[config.mk]
export PLATFORM = sky130hd
export DESIGN_NAME = muldiv_seq_flat
export DESIGN_NICKNAME = d
export VERILOG_FILES = /design/src/rtl/muldiv_seq_if.sv /design/src/rtl/muldiv_seq.sv /design/src/flat_wrapper.sv
export SDC_FILE = /design/constraint.sdc
export NUM_CORES = 1
export LEC_CHECK = 0
export BUFFER_PORTS_ARGS = -buffer_cell sky130_fd_sc_hd__clkbuf_2
export CORE_ASPECT_RATIO = 2
export CORE_UTILIZATION = 28
export DETAILED_ROUTE_END_ITERATION = 12
export SLEW_MARGIN = 25
export SYNTH_ARGS = -nofsm -noshare
export SYNTH_HDL_FRONTEND = slang
export SYNTH_SLANG_ARGS = --single-unit
[constraint.sdc]
create_clock -name clk -period 6.4 [get_ports clk]
set_input_delay 0 -clock clk [delete_from_list [all_inputs] [get_ports clk]]
set_output_delay 0 -clock clk [all_outputs]
set_load 0.01 [all_outputs]
[src/rtl/muldiv_seq_if.sv]
// Request/response bundle between the pipeline and the iterative RV32M
// multiply/divide unit. The pipeline side is the master; the unit is the slave.
interface muldiv_seq_if #(
   parameter int DATA_W = 32
);
   logic              start;
   logic [2:0]        funct3;
   logic [DATA_W-1:0] SrcA;
   logic [DATA_W-1:0] SrcB;
   logic              flush;
   logic              Stall;
   logic              busy;
   logic              done;
   logic [DATA_W-1:0] Result;

   modport master (
      output start, funct3, SrcA, SrcB, flush,
      input  Stall, busy, done, Result
   );

   modport slave (
      input  start, funct3, SrcA, SrcB, flush,
      output Stall, busy, done, Result
   );
endinterface

[src/rtl/muldiv_seq.sv]
// Iterative RV32M multiply/divide unit.
// Multiplies use shift-add on operand magnitudes with a 2*DATA_W product and
// a final sign fix-up. Divides use restoring division on magnitudes. Divide by
// zero and signed overflow skip the iteration phase and finish immediately.
module muldiv_seq #(
   parameter int DATA_W = 32
) (
   input  logic        clk,
   input  logic        rst_n,
   muldiv_seq_if.slave bus
);

   localparam int CNT_W = $clog2(DATA_W);
   localparam logic [CNT_W-1:0] LAST_CNT = CNT_W'(DATA_W - 1);
   localparam logic [DATA_W-1:0] MOST_NEG = {1'b1, {(DATA_W-1){1'b0}}};

   typedef enum logic [1:0] {IDLE, CALC, DONE} state_t;

   state_t state, state_nx;

   logic [2:0]        op_q;
   logic [DATA_W-1:0] mag_b_q;
   logic [DATA_W-1:0] hi_q;
   logic [DATA_W-1:0] lo_q;
   logic              neg_q;
   logic              neg_rem_q;
   logic [CNT_W-1:0]  cnt_q;
   logic [DATA_W-1:0] res_q;

   logic accept, finish;
   logic stall_c, busy_c, done_c;

   // Two's-complement negate when n is set (DATA_W wide).
   function automatic logic [DATA_W-1:0] neg_w(input logic n, input logic [DATA_W-1:0] v);
      return n ? (~v + DATA_W'(1)) : v;
   endfunction

   // Two's-complement negate when n is set (2*DATA_W wide).
   function automatic logic [2*DATA_W-1:0] neg_2w(input logic n, input logic [2*DATA_W-1:0] v);
      return n ? (~v + (2*DATA_W)'(1)) : v;
   endfunction

   // ---------------- operand decode at accept ----------------
   logic signed [DATA_W-1:0] src_a_s, src_b_s;
   logic                     a_signed, b_signed, sign_a, sign_b;
   logic                     in_div, div_zero, div_ovf, bypass;
   logic [DATA_W-1:0]        mag_a_in, mag_b_in, bypass_res;

   // Classify the incoming request and form operand magnitudes.
   always_comb begin
      src_a_s    = bus.SrcA;
      src_b_s    = bus.SrcB;
      in_div     = bus.funct3[2];
      a_signed   = (bus.funct3 inside {3'b000, 3'b001, 3'b010, 3'b100, 3'b110});
      b_signed   = (bus.funct3 inside {3'b000, 3'b001, 3'b100, 3'b110});
      sign_a     = a_signed && (src_a_s < 0);
      sign_b     = b_signed && (src_b_s < 0);
      mag_a_in   = neg_w(sign_a, bus.SrcA);
      mag_b_in   = neg_w(sign_b, bus.SrcB);
      div_zero   = in_div && (bus.SrcB == '0);
      div_ovf    = in_div && !bus.funct3[0] && (bus.SrcA == MOST_NEG) && (bus.SrcB == '1);
      bypass     = div_zero || div_ovf;
      bypass_res = '0;
      if (div_zero)
         bypass_res = bus.funct3[1] ? bus.SrcA : '1;
      else
         bypass_res = bus.funct3[1] ? '0 : bus.SrcA;
   end

   // ---------------- one radix-2 iteration ----------------
   logic [DATA_W:0]     mul_sum, div_shift, div_trial;
   logic [DATA_W-1:0]   hi_nx, lo_nx, final_res;
   logic [2*DATA_W-1:0] prod;

   // Next working state for this CALC cycle and the result it would produce.
   always_comb begin
      mul_sum   = {1'b0, hi_q} + (lo_q[0] ? {1'b0, mag_b_q} : '0);
      div_shift = {hi_q, lo_q[DATA_W-1]};
      div_trial = div_shift - {1'b0, mag_b_q};
      if (op_q[2]) begin
         if (!div_trial[DATA_W]) begin
            hi_nx = div_trial[DATA_W-1:0];
            lo_nx = {lo_q[DATA_W-2:0], 1'b1};
         end else begin
            hi_nx = div_shift[DATA_W-1:0];
            lo_nx = {lo_q[DATA_W-2:0], 1'b0};
         end
      end else begin
         hi_nx = mul_sum[DATA_W:1];
         lo_nx = {mul_sum[0], lo_q[DATA_W-1:1]};
      end
      prod = neg_2w(neg_q, {hi_nx, lo_nx});
      case (op_q)
         3'b000:                 final_res = prod[DATA_W-1:0];
         3'b001, 3'b010, 3'b011: final_res = prod[2*DATA_W-1:DATA_W];
         3'b100, 3'b101:         final_res = neg_w(neg_q, lo_nx);
         default:                final_res = neg_w(neg_rem_q, hi_nx);
      endcase
   end

   // ---------------- control ----------------
   // State register.
   always_ff @(posedge clk or negedge rst_n) begin
      if (!rst_n) state <= IDLE;
      else        state <= state_nx;
   end

   // Next-state decode and handshake outputs.
   always_comb begin
      state_nx = state;
      accept   = 1'b0;
      finish   = 1'b0;
      stall_c  = 1'b0;
      busy_c   = 1'b0;
      done_c   = 1'b0;
      case (state)
         IDLE: begin
            if (bus.start && !bus.flush) begin
               accept   = 1'b1;
               stall_c  = 1'b1;
               state_nx = bypass ? DONE : CALC;
            end
         end
         CALC: begin
            stall_c = 1'b1;
            busy_c  = 1'b1;
            if (bus.flush) begin
               state_nx = IDLE;
            end else if (cnt_q == LAST_CNT) begin
               finish   = 1'b1;
               state_nx = DONE;
            end
         end
         DONE: begin
            done_c   = 1'b1;
            state_nx = IDLE;
         end
         default: state_nx = IDLE;
      endcase
   end

   // Operand capture, iteration registers and result register.
   always_ff @(posedge clk or negedge rst_n) begin
      if (!rst_n) begin
         op_q      <= '0;
         mag_b_q   <= '0;
         hi_q      <= '0;
         lo_q      <= '0;
         neg_q     <= 1'b0;
         neg_rem_q <= 1'b0;
         cnt_q     <= '0;
         res_q     <= '0;
      end else if (accept) begin
         op_q      <= bus.funct3;
         mag_b_q   <= mag_b_in;
         hi_q      <= '0;
         lo_q      <= mag_a_in;
         neg_q     <= sign_a ^ sign_b;
         neg_rem_q <= sign_a;
         cnt_q     <= '0;
         if (bypass) res_q <= bypass_res;
      end else if (state == CALC && !bus.flush) begin
         hi_q  <= hi_nx;
         lo_q  <= lo_nx;
         cnt_q <= cnt_q + CNT_W'(1);
         if (finish) res_q <= final_res;
      end
   end

   assign bus.Stall  = stall_c;
   assign bus.busy   = busy_c;
   assign bus.done   = done_c;
   assign bus.Result = res_q;

endmodule

[src/flat_wrapper.sv]
// flat-port wrapper written by rule: the top's interface ports become plain ports
module muldiv_seq_flat 
#(
   parameter int DATA_W = 32
)
  (clk, rst_n, bus_start, bus_funct3, bus_SrcA, bus_SrcB, bus_flush, bus_Stall, bus_busy, bus_done, bus_Result);
  muldiv_seq_if #(.DATA_W(DATA_W)) bus_i ();
  input  logic clk;
  input  logic rst_n;
  input wire logic [$bits(bus_i.start)-1:0] bus_start;
  input wire logic [$bits(bus_i.funct3)-1:0] bus_funct3;
  input wire logic [$bits(bus_i.SrcA)-1:0] bus_SrcA;
  input wire logic [$bits(bus_i.SrcB)-1:0] bus_SrcB;
  input wire logic [$bits(bus_i.flush)-1:0] bus_flush;
  output wire logic [$bits(bus_i.Stall)-1:0] bus_Stall;
  output wire logic [$bits(bus_i.busy)-1:0] bus_busy;
  output wire logic [$bits(bus_i.done)-1:0] bus_done;
  output wire logic [$bits(bus_i.Result)-1:0] bus_Result;
  assign bus_i.start = bus_start;
  assign bus_i.funct3 = bus_funct3;
  assign bus_i.SrcA = bus_SrcA;
  assign bus_i.SrcB = bus_SrcB;
  assign bus_i.flush = bus_flush;
  assign bus_Stall = bus_i.Stall;
  assign bus_busy = bus_i.busy;
  assign bus_done = bus_i.done;
  assign bus_Result = bus_i.Result;
  muldiv_seq #(.DATA_W(DATA_W)) u_core (.clk(clk), .rst_n(rst_n), .bus(bus_i));
endmodule
Word level (Yosys, flattened, before mapping) --
Cells that the tools add are included. W data, S select, Z words.
Word-level totals: bits in registers 140, input port bits 71, output and inout bits 35, word-level logic and storage cells 102
Operators by class: add/sub/neg operators 8, order comparisons 2, eq/ne operators 17, multiplexer cells 37, bitwise operators 6, reductions and logical operators 23
Operators by type and width (number):
- $mux W32 | 19
- $add A32 B1 Y32 const B | 4
- $not A32 Y32 | 4
- $pmux W32 S3 | 1
- $add A64 B1 Y64 const B | 1
- $eq A32 B32 Y1 const B | 2
- $lt A32 B1 Y1 const B | 2
- $mux W64 | 1
- $not A64 Y64 | 1
- $add A32 B33 Y33 | 1
- $sub A33 B32 Y33 | 1
- $logic_not A32 Y1 | 1
- $eq A3 B3 Y1 const B | 4
- $mux W5 | 2
- $eq A3 B2 Y1 const B | 3
- $logic_and A1 B1 Y1 | 8
- $mux W1 | 8
- $mux W2 | 4
- $eq A3 B1 Y1 const B | 2
- $logic_not A3 Y1 | 2
- $add A5 B1 Y5 const B | 1
- $eq A5 B5 Y1 const B | 1
- $reduce_bool A5 Y1 | 1
- $pmux W2 S2 | 1
- 16 further kinds | 18

Logic depth before layout (Yosys ltp) --
Gate-level depths: netlist of run 1.
depth after elaboration 10, mapped depth 28, depth with buffers taken out 24

Worst setup path before layout of run 1 --
OpenSTA, ideal clock, no wires.
path type register -> register, from register u_core.lo_q[31], to register u_core.res_q[24], in the netlist u_core.bus.Result[24], library setup time 0.128 ns, arrival time 5.658 ns, data required time 6.272 ns, setup slack 0.614 ns, stages on the path, launching flop included 28, path buffers 4, clock period less this slack 5.786 ns, cells stage by stage dfrtp_1 > inv_1 > ha_1 > inv_1 > fa_1 > a211oi_2 > nor3_2 > o211ai_2 > a21boi_4 > o211ai_4 > buf_2 > buf_2 > clkbuf_1 > nor2_1 > a21oi_1 > ha_1 > nand2_1 > or3_1 > nor4_1 > nand2_1 > or3_1 > clkbuf_1 > nor4_1 > nand3_1 > o31ai_1 > xnor2_1 > a221oi_1 > o21ai_1
Between the ends: word-level cells in the longest chain between the ends 10, elaborated cells between the ends (all ways) 18, classes of those cells add/sub: 4; mux: 11; bitwise: 3
RTL lines:
- from (decl) | RTL line muldiv_seq.sv:24 | logic [DATA_W-1:0] lo_q;
- from (signal assigned) | RTL line muldiv_seq.sv:157 | lo_q <= mag_a_in;
- from (signal assigned) | RTL line muldiv_seq.sv:164 | lo_q <= lo_nx;
- $sub A33 B32 Y33 | RTL line muldiv_seq.sv:79 | div_trial = div_shift - {1'b0, mag_b_q};
- $mux W1 or $mux W32 (tied branches) | RTL line muldiv_seq.sv:81 | if (!div_trial[DATA_W]) begin
- $mux W32 | RTL line muldiv_seq.sv:80 | if (op_q[2]) begin
- $not A64 Y64 or $not A32 Y32 (tied branches) | RTL line muldiv_seq.sv:40, muldiv_seq.sv:35
- $add A64 B1 Y64 or $add A32 B1 Y32 (tied branches) | RTL line muldiv_seq.sv:40, muldiv_seq.sv:35
- $mux W64 or $mux W32 (tied branches) | RTL line muldiv_seq.sv:40, muldiv_seq.sv:35
- $pmux W32 S3 * | RTL line muldiv_seq.sv:93 | case (op_q)
- $mux W32 * | RTL line muldiv_seq.sv:166 | if (finish) res_q <= final_res;
- $mux W32 * | RTL line muldiv_seq.sv:162 | end else if (state == CALC && !bus.flush) begin
- $mux W32 * | RTL line muldiv_seq.sv:153 | end else if (accept) begin
- to (signal assigned) | RTL line muldiv_seq.sv:161 | if (bypass) res_q <= bypass_res;
- to (signal assigned) | RTL line muldiv_seq.sv:166
- to (decl) | RTL line muldiv_seq.sv:28 | logic [DATA_W-1:0] res_q;
Every way passes the cells marked *; elsewhere a longest branch is shown, timed or not. The select of a mux whose other input is x is not followed. A chain may end at the register's enable or synchronous reset.

Worst setup path after layout of run 1 --
from register u_core.mag_b_q[29], to register u_core.res_q[24], in the netlist u_core.bus.Result[24]
Between the ends: word-level cells in the longest chain between the ends 10, elaborated cells between the ends (all ways) 18, classes of those cells add/sub: 4; mux: 11; bitwise: 3
RTL lines:
- from (decl) | RTL line muldiv_seq.sv:22 | logic [DATA_W-1:0] mag_b_q;
- from (signal assigned) | RTL line muldiv_seq.sv:155 | mag_b_q <= mag_b_in;
- $sub A33 B32 Y33 * | RTL line muldiv_seq.sv:79
- $mux W1 or $mux W32 (tied branches) | RTL line muldiv_seq.sv:81
- $mux W32 | RTL line muldiv_seq.sv:80
- $not A64 Y64 or $not A32 Y32 (tied branches) | RTL line muldiv_seq.sv:40, muldiv_seq.sv:35
- $add A64 B1 Y64 or $add A32 B1 Y32 (tied branches) | RTL line muldiv_seq.sv:40, muldiv_seq.sv:35
- $mux W64 or $mux W32 (tied branches) | RTL line muldiv_seq.sv:40, muldiv_seq.sv:35
- $pmux W32 S3 * | RTL line muldiv_seq.sv:93
- $mux W32 * | RTL line muldiv_seq.sv:166
- $mux W32 * | RTL line muldiv_seq.sv:162
- $mux W32 * | RTL line muldiv_seq.sv:153
Marked as above.

==> impl_metrics.ini, run 1 <==
[status]
status = completed

[floorplan]
num_io_pins = 106
die_w_microns = 168
dieArea_sq_um = 56400
fp.dieH_microns = 335
core_sq_um = 54500
start_util_pct = 28.4
fp-row-count = 121

[synthesis]
ys_seq_area_share_pct = 22.6
synthArstFlopShare_pct = 100
synthSimpleGateAreaFrac_pct = 22.7
synth_edf_count = 0
ys_types = 94
synth_cells = 2064
synth_xor_xnor_area_share_pct = 9.72
synthesis.area_sq_um = 15500
synth_area_per_cell_sq_um = 7.51
synth_ff_type = dfrtp_1
syn-num-nets = 2208
synth_top_family_by_area = compound AO/OA/AOI/OAI gates
synthAdderAreaFrac_pct = 5.99
synthMuxAreaShare_pct = 3.39
ys_ff_latch = 140
ys_warn_count = 0
synth_compound_area_share_pct = 30.1

[sta]
rsz0062_at_grt = no
slew_headroom_pct = 27.9
finalClockSkew_ps = 11.4
setup-tns-final_ps = 0
holdWs_ps = 7.26
period_needed_ps = 5960
fmaxAchievable_ghz = 0.168
worstMarginPinSlew_ps = 1070
hold_viol_final = 0
post-route-period-util_pct = 93.1
drv_slew = 0
setup_viol_count_final = 0

[detailed_routing]
routed_wl_microns = 73000
met2_length_microns = 37500
wl_met1_microns = 24100
viasPerCell = 6.04
met3WireLength_microns = 3230
first_pass_iters = 6
drt-wirelength-per-cell_microns = 25.5
vias = 17300
highest_layer = met4
drtIter0Drc = 1312
ant_nets = 0
drt_drc_violations_left = 0

[worst_hold_path]
hp-class = input port to register
min_from = bus_SrcB[6]

[placement]
gp_congestion = 0.994
io_buffers = 105
dp_hpwl_microns = 56300

[clocking]
cts_buffers = 17
cts_root_buffer = clkbuf_16
htreeDepth = 4
clkTransAtPathRegs_ps = 70
clk_path_buf_depth = 2
clock_sinks = 140
clk_latency_ps = 470
cts_tree = done

[power]
power_density_nw_per_um2 = 479
vdd_drop_max_mv = 0.226
p_total_mw = 8.60
p_leak_nw = 7.44

[finish]
mostFrequentLayoutCell = nand2_1
antennaDiodeCount = 0
area_delta_synth_final_pct = 15.8
final_cell_mix = 251 x nand2_1, 182 x o21ai_0, 173 x a21oi_1, 139 x dfrtp_1, 123 x nor2_1
drive_gt1_share_pct = 11.8
fin_nets = 2316
fill_cells = 5782

[setup_path]
critPathMaxStageDelay_ps = 510
end_kind = register
worst_ep_required_time_ps = 6750
timing.rr.start = u_core.mag_b_q[29]
rrSetupSlack_ps = 440
crit_arrival_ps = 6310
worstSetupStartpoint = u_core.mag_b_q[29]
crit_path_start_kind = register
crit_fanout = 9
cp_slowest_cell = or3_4
worstSetupPathType = register to register
cp_cell_sequence = inv_1, ha_1, a21o_1, a21oi_1, o221ai_2, or3_4, o211ai_4, nor2_1, a21oi_1, ha_1, nand2_1, or3_1, nor4_2, nand2_1, or3_1, nor4_1, buf_4, nand3_1, o31ai_1, xnor2_1, a221oi_1, o21ai_1

[global_routing]
grtUsageTotal_pct = 25.8
antenna_found_initial = 0
grt_max_degree = 84
overflow = 0
grt_first_pass_wirelength_microns = 108000
grt_pass1_vias = 17200

[flow_run]
maxCapViolations = 0
area by class of cell:
class	instances	area, sq um	share of cell area, %
multi-input combinational	1718	11200	62.3
clock inverter	14	170	0.948
inverter	73	274	1.53
timing repair buffer	222	1540	8.58
clock buffer	17	425	2.37
tap	676	846	4.71
sequential	140	3510	19.5
through the flow:
step	utilization, %	setup WS [ps]	cells	instance area [sq um]
final	32.9	439	2860	17900
after global routing	32.9	28.6	2860	17900
after global placement	31.0	465	2782	16900
after detailed placement	31.0	538	2782	16900
after floorplan	-	614	2064	15500
after CTS	32.9	517	2860	17900
state kept, by name (all words and copies together) (netlist names):
| name | count |
|---|---|
| u_core.bus.Result | 32 |
| u_core.cnt_q | 5 |
| u_core.hi_q | 32 |
| u_core.lo_q | 32 |
| u_core.mag_b_q | 32 |
| u_core.neg_q | 1 |
| u_core.neg_rem_q | 1 |
| u_core.op_q | 3 |
| u_core.state | 2 |
repair_timing:
action                                  4_1_cts  5_1_grt
endpoints found under the setup margin        0        1
hold buffers                                 47        0
resized for setup                             0        1
hold endpoints to repair                    129        0
setup buffers                                 0        0
power by group:
group          switching [mW]  internal (mW)
Sequential              0.361           1.10
Clock                   0.469          0.611
Combinational            3.91           2.16
synth_stat cells (8+ instances only):
library cell / number / area, sq um
o22ai_1: 12 / 75.1
ha_1: 71 / 888
a311oi_1: 8 / 70.1
a211o_1: 9 / 78.8
o31ai_1: 33 / 248
and2_1: 52 / 325
o221ai_1: 39 / 342
inv_1: 73 / 274
a21o_1: 21 / 158
buf_2: 26 / 130
nand2_1: 251 / 942
buf_1: 8 / 30.0
mux2i_1: 48 / 480
or3_1: 20 / 125
clkbuf_1: 92 / 345
nand3_1: 39 / 195
o21bai_1: 9 / 67.6
and4_1: 10 / 87.6
xnor2_1: 101 / 885
xor2_1: 71 / 622
o21a_1: 18 / 135
nor4_1: 23 / 144
nor2_1: 125 / 469
o21ai_1: 22 / 110
a31oi_1: 14 / 87.6
dfrtp_1: 140 / 3500
nor3_1: 65 / 325
a221oi_1: 8 / 70.1
nor3b_1: 8 / 60.1
a22o_1: 18 / 158
o21ai_0: 183 / 916
o211ai_1: 15 / 113
nand2b_1: 18 / 113
nor2b_1: 11 / 68.8
nand4_1: 32 / 200
a2111oi_0: 8 / 70.1
and3_1: 20 / 125
a211oi_1: 21 / 158
a21oi_1: 173 / 866
cell families after synthesis:
logic type	Yosys count
adder cells (fa/ha/maj)	73
XOR/XNOR	172
AO/OA/AOI/OAI	706
multiplexers	52
AND/OR/NAND/NOR	715
flip-flops	140
buffers and inverters	206
critical path, delay by kind of cell, from the launching register on:
| family | cells | cell delay (ps) |
|---|---|---|
| fa+ha+maj | 2 | 600 |
| xor+xnor | 1 | 120 |
| simple gates | 9 | 2360 |
| compound gates | 8 | 2000 |
| buf+inv | 2 | 240 |
| flops | 1 | 480 |
per-layer routing:
layer / vias to the layer above / GRT usage (%)
li1: 7842 / -
met1: 8361 / 24.1
met2: 759 / 47.6
met3: 304 / 3.09
met4: 0 / 25.6
met5: - / 0
final timing paths:
path                                    endpoint  depth (start not counted)
min in group asynchronous        u_core.hi_q[25]                          2
setup reg to reg           u_core.bus.Result[24]                         22
hold / removal                 u_core.mag_b_q[6]                          4
setup / recovery           u_core.bus.Result[24]                         22
hold reg to reg             u_core.bus.Result[1]                          2
max in group asynchronous         u_core.op_q[2]                          3
Power figures use the tool's default switching activity.
==> run 2, diff against run 1 <==
ABC_AREA = 1   (was not set)
==> impl_metrics.ini, run 2 <==
[global_routing]
grtUsageMet2_pct = 49.7
grt_max_degree = 90
grtUsageTotal_pct = 28.6
overflow = 0
busiest_layer = met2
grt_pass1_vias = 20800
grt_first_pass_wirelength_microns = 130000
met1_usage_pct = 26.9
antenna_found_initial = 3
use_met3_pct = 4.78

[finish]
final_cells = 3928
final_cell_mix = 882 x nand2_1, 444 x inv_1, 301 x nor2_1, 254 x nand3_1, 218 x o21ai_0
antennaDiodeCount = 0
area_delta_synth_final_pct = 13.7
fin_nets = 3279
fill_cells = 7001
mostFrequentLayoutCell = nand2_1
drive_gt1_share_pct = 8.99

[synthesis]
synth_ff_type = dfrtp_1
synth_top_area_share_pct = 20.1
synth_area_per_cell_sq_um = 5.73
synth_xor_xnor_area_share_pct = 3.22
ys_types = 57
syn-num-nets = 3177
synthSimpleGateAreaFrac_pct = 40.5
synth_cells = 3033
synthAdderAreaFrac_pct = 5.34
synth_edf_count = 0
synth_top_area_cell = dfrtp_1
ys_seq_area_share_pct = 20.1
synth_compound_area_share_pct = 18.1
synth_top_family_by_area = simple AND/OR/NAND/NOR gates
synthArstFlopShare_pct = 100
synthTopCellsByCount = 882 x nand2_1, 444 x inv_1, 302 x nor2_1, 255 x nand3_1, 222 x o21ai_0
yosysMostFrequentCell = nand2_1
synth.area.top_cells = dfrtp_1 20%, nand2_1 19%, inv_1 9.6%, nand3_1 7.3%, nor2_1 6.5%
ys_ff_latch = 140
synthMuxAreaShare_pct = 0
synthesis.area_sq_um = 17400
ys_warn_count = 0

[sta]
worstMarginPinSlew_ps = 1130
post-route-period-util_pct = 81.7
setup_viol_count_final = 0
slew_headroom_pct = 24.8
fmaxAchievable_ghz = 0.191
worst_slack_ps = 1170
finalClockSkew_ps = 21.1
hold_viol_final = 1
drv_slew = 0
holdWs_ps = -7.43
period_needed_ps = 5230
setup-tns-final_ps = 0
rsz0062_at_grt = no

[detailed_routing]
drt-wirelength-per-cell_microns = 22.6
ant_nets = 0
first_pass_iters = 8
drtIter0Drc = 1777
routed_wl_microns = 88800
drt_drc_violations_left = 0
vias = 20800
viasPerCell = 5.30

[placement]
dpl.cell_count = 3841
io_buffers = 105
gp_congestion = 1.07
pre_cts_ws_ps = 1350
dp_hpwl_microns = 68900

[flow_run]
maxCapViolations = 0

[setup_path]
cp_slowest_cell = fa_1
crit_top_cell = nand2_1
crit_path_start_kind = register
critPathMaxStageDelay_ps = 410
crit_fanout = 9
worst_ep_required_time_ps = 6790
crit_arrival_ps = 5610
worstSetupPathType = register to register
end_kind = register

[clocking]
clock_sinks = 140
post_cts_resized = 0
clkTransAtPathRegs_ps = 70
clk_path_buf_depth = 2
clk_latency_ps = 480
cts_setup_buffers = 0
htreeDepth = 4
cts_root_buffer = clkbuf_16
cts_tree = done
cts_buffers = 17

[floorplan]
core_sq_um = 61200
fp-row-count = 128
fp.dieH_microns = 354
num_io_pins = 106
start_util_pct = 28.4
dieArea_sq_um = 63200
die_w_microns = 178

[power]
p_total_mw = 10.7
vdd_drop_max_mv = 0.172
power_density_nw_per_um2 = 540
p_leak_nw = 10.2

[worst_hold_path]
hp-class = input port to register

[status]
failed_checks = hold timing
status = finished with violations
run 2: cell types whose count changed after synthesis, moves of 39 or more:
cell     change
and2_1      -51
xnor2_1     -72
o21ai_0     +39
mux2i_1     -48
nor2_1     +177
nand3_1    +216
nand2_1    +631
inv_1      +371
run 2: final timing paths:
path,start,depth (start not counted),slack [ps],endpoint
setup / recovery,u_core.lo_q[31],34,1170,u_core.bus.Result[14]
hold / removal,bus_SrcB[1],5,-7,u_core.mag_b_q[1]
setup reg to reg,u_core.lo_q[31],34,1170,u_core.bus.Result[14]
hold reg to reg,u_core.cnt_q[3],1,460,u_core.cnt_q[3]
max in group asynchronous,rst_n,3,4920,u_core.bus.Result[14]
min in group asynchronous,rst_n,2,170,u_core.cnt_q[4]
run 2: timing repair:
action                                 4_1_cts  5_1_grt
endpoints found under the hold margin      138        0
setup endpoints to repair                    0        0
hold buffers                                53        0
run 2: metrics by stage:
stage | util, % | area, sq um
finish | 32.3 | 19800
CTS | 32.3 | 19700
global placement | 30.5 | 18600
floorplan | - | 17400
detailed placement | 30.5 | 18600
global route | 32.3 | 19800
run 2: routing by layer:
layer | vias to the layer above | wire [microns] | part of all wire (%)
met1 | 9576 | 28800 | 32
met2 | 870 | 43700 | 49
met3 | 368 | 4890 | 5.5
met5 | - | 25 | 0.028
li1 | 10000 | - | -
met4 | 4 | 11300 | 13
run 2: layout make-up:
| class | count | area, sq um | area share [%] |
|---|---|---|---|
| Timing Repair Buffer | 187 | 1280 | 6.48 |
| Inverter | 460 | 1730 | 8.74 |
| Clock inverter | 13 | 145 | 0.734 |
| Tap cell | 780 | 976 | 4.94 |
| Sequential cell | 140 | 3510 | 17.7 |
| Clock buffer | 19 | 433 | 2.19 |
| Multi-Input combinational cell | 2329 | 11700 | 59.2 |
run 2: cell families after synthesis:
family,Yosys count
and+or+nand+nor,1626
AOI/OAI and AO/OA,566
buffers and inverters,564
DFF,140
adders and majority gates,73
xor gates and xnor gates,64
run 2: report_power, final:
group	switching, mW	internal, mW	total [mW]	leakage, nW
Clock	0.481	0.577	1.06	0.279
Sequential	0.386	1.22	1.60	1.74
Combinational	5.75	2.26	8.01	8.20
Total	6.62	4.06	10.7	10.2
run 2: critical path, delay by kind of cell (launching register included):
kind / cells / cell delay, ps
AOI/OAI and AO/OA: 3 / 390
buffers and inverters: 4 / 360
DFF: 1 / 360
adders and majority gates: 3 / 740
and+or+nand+nor: 24 / 3280
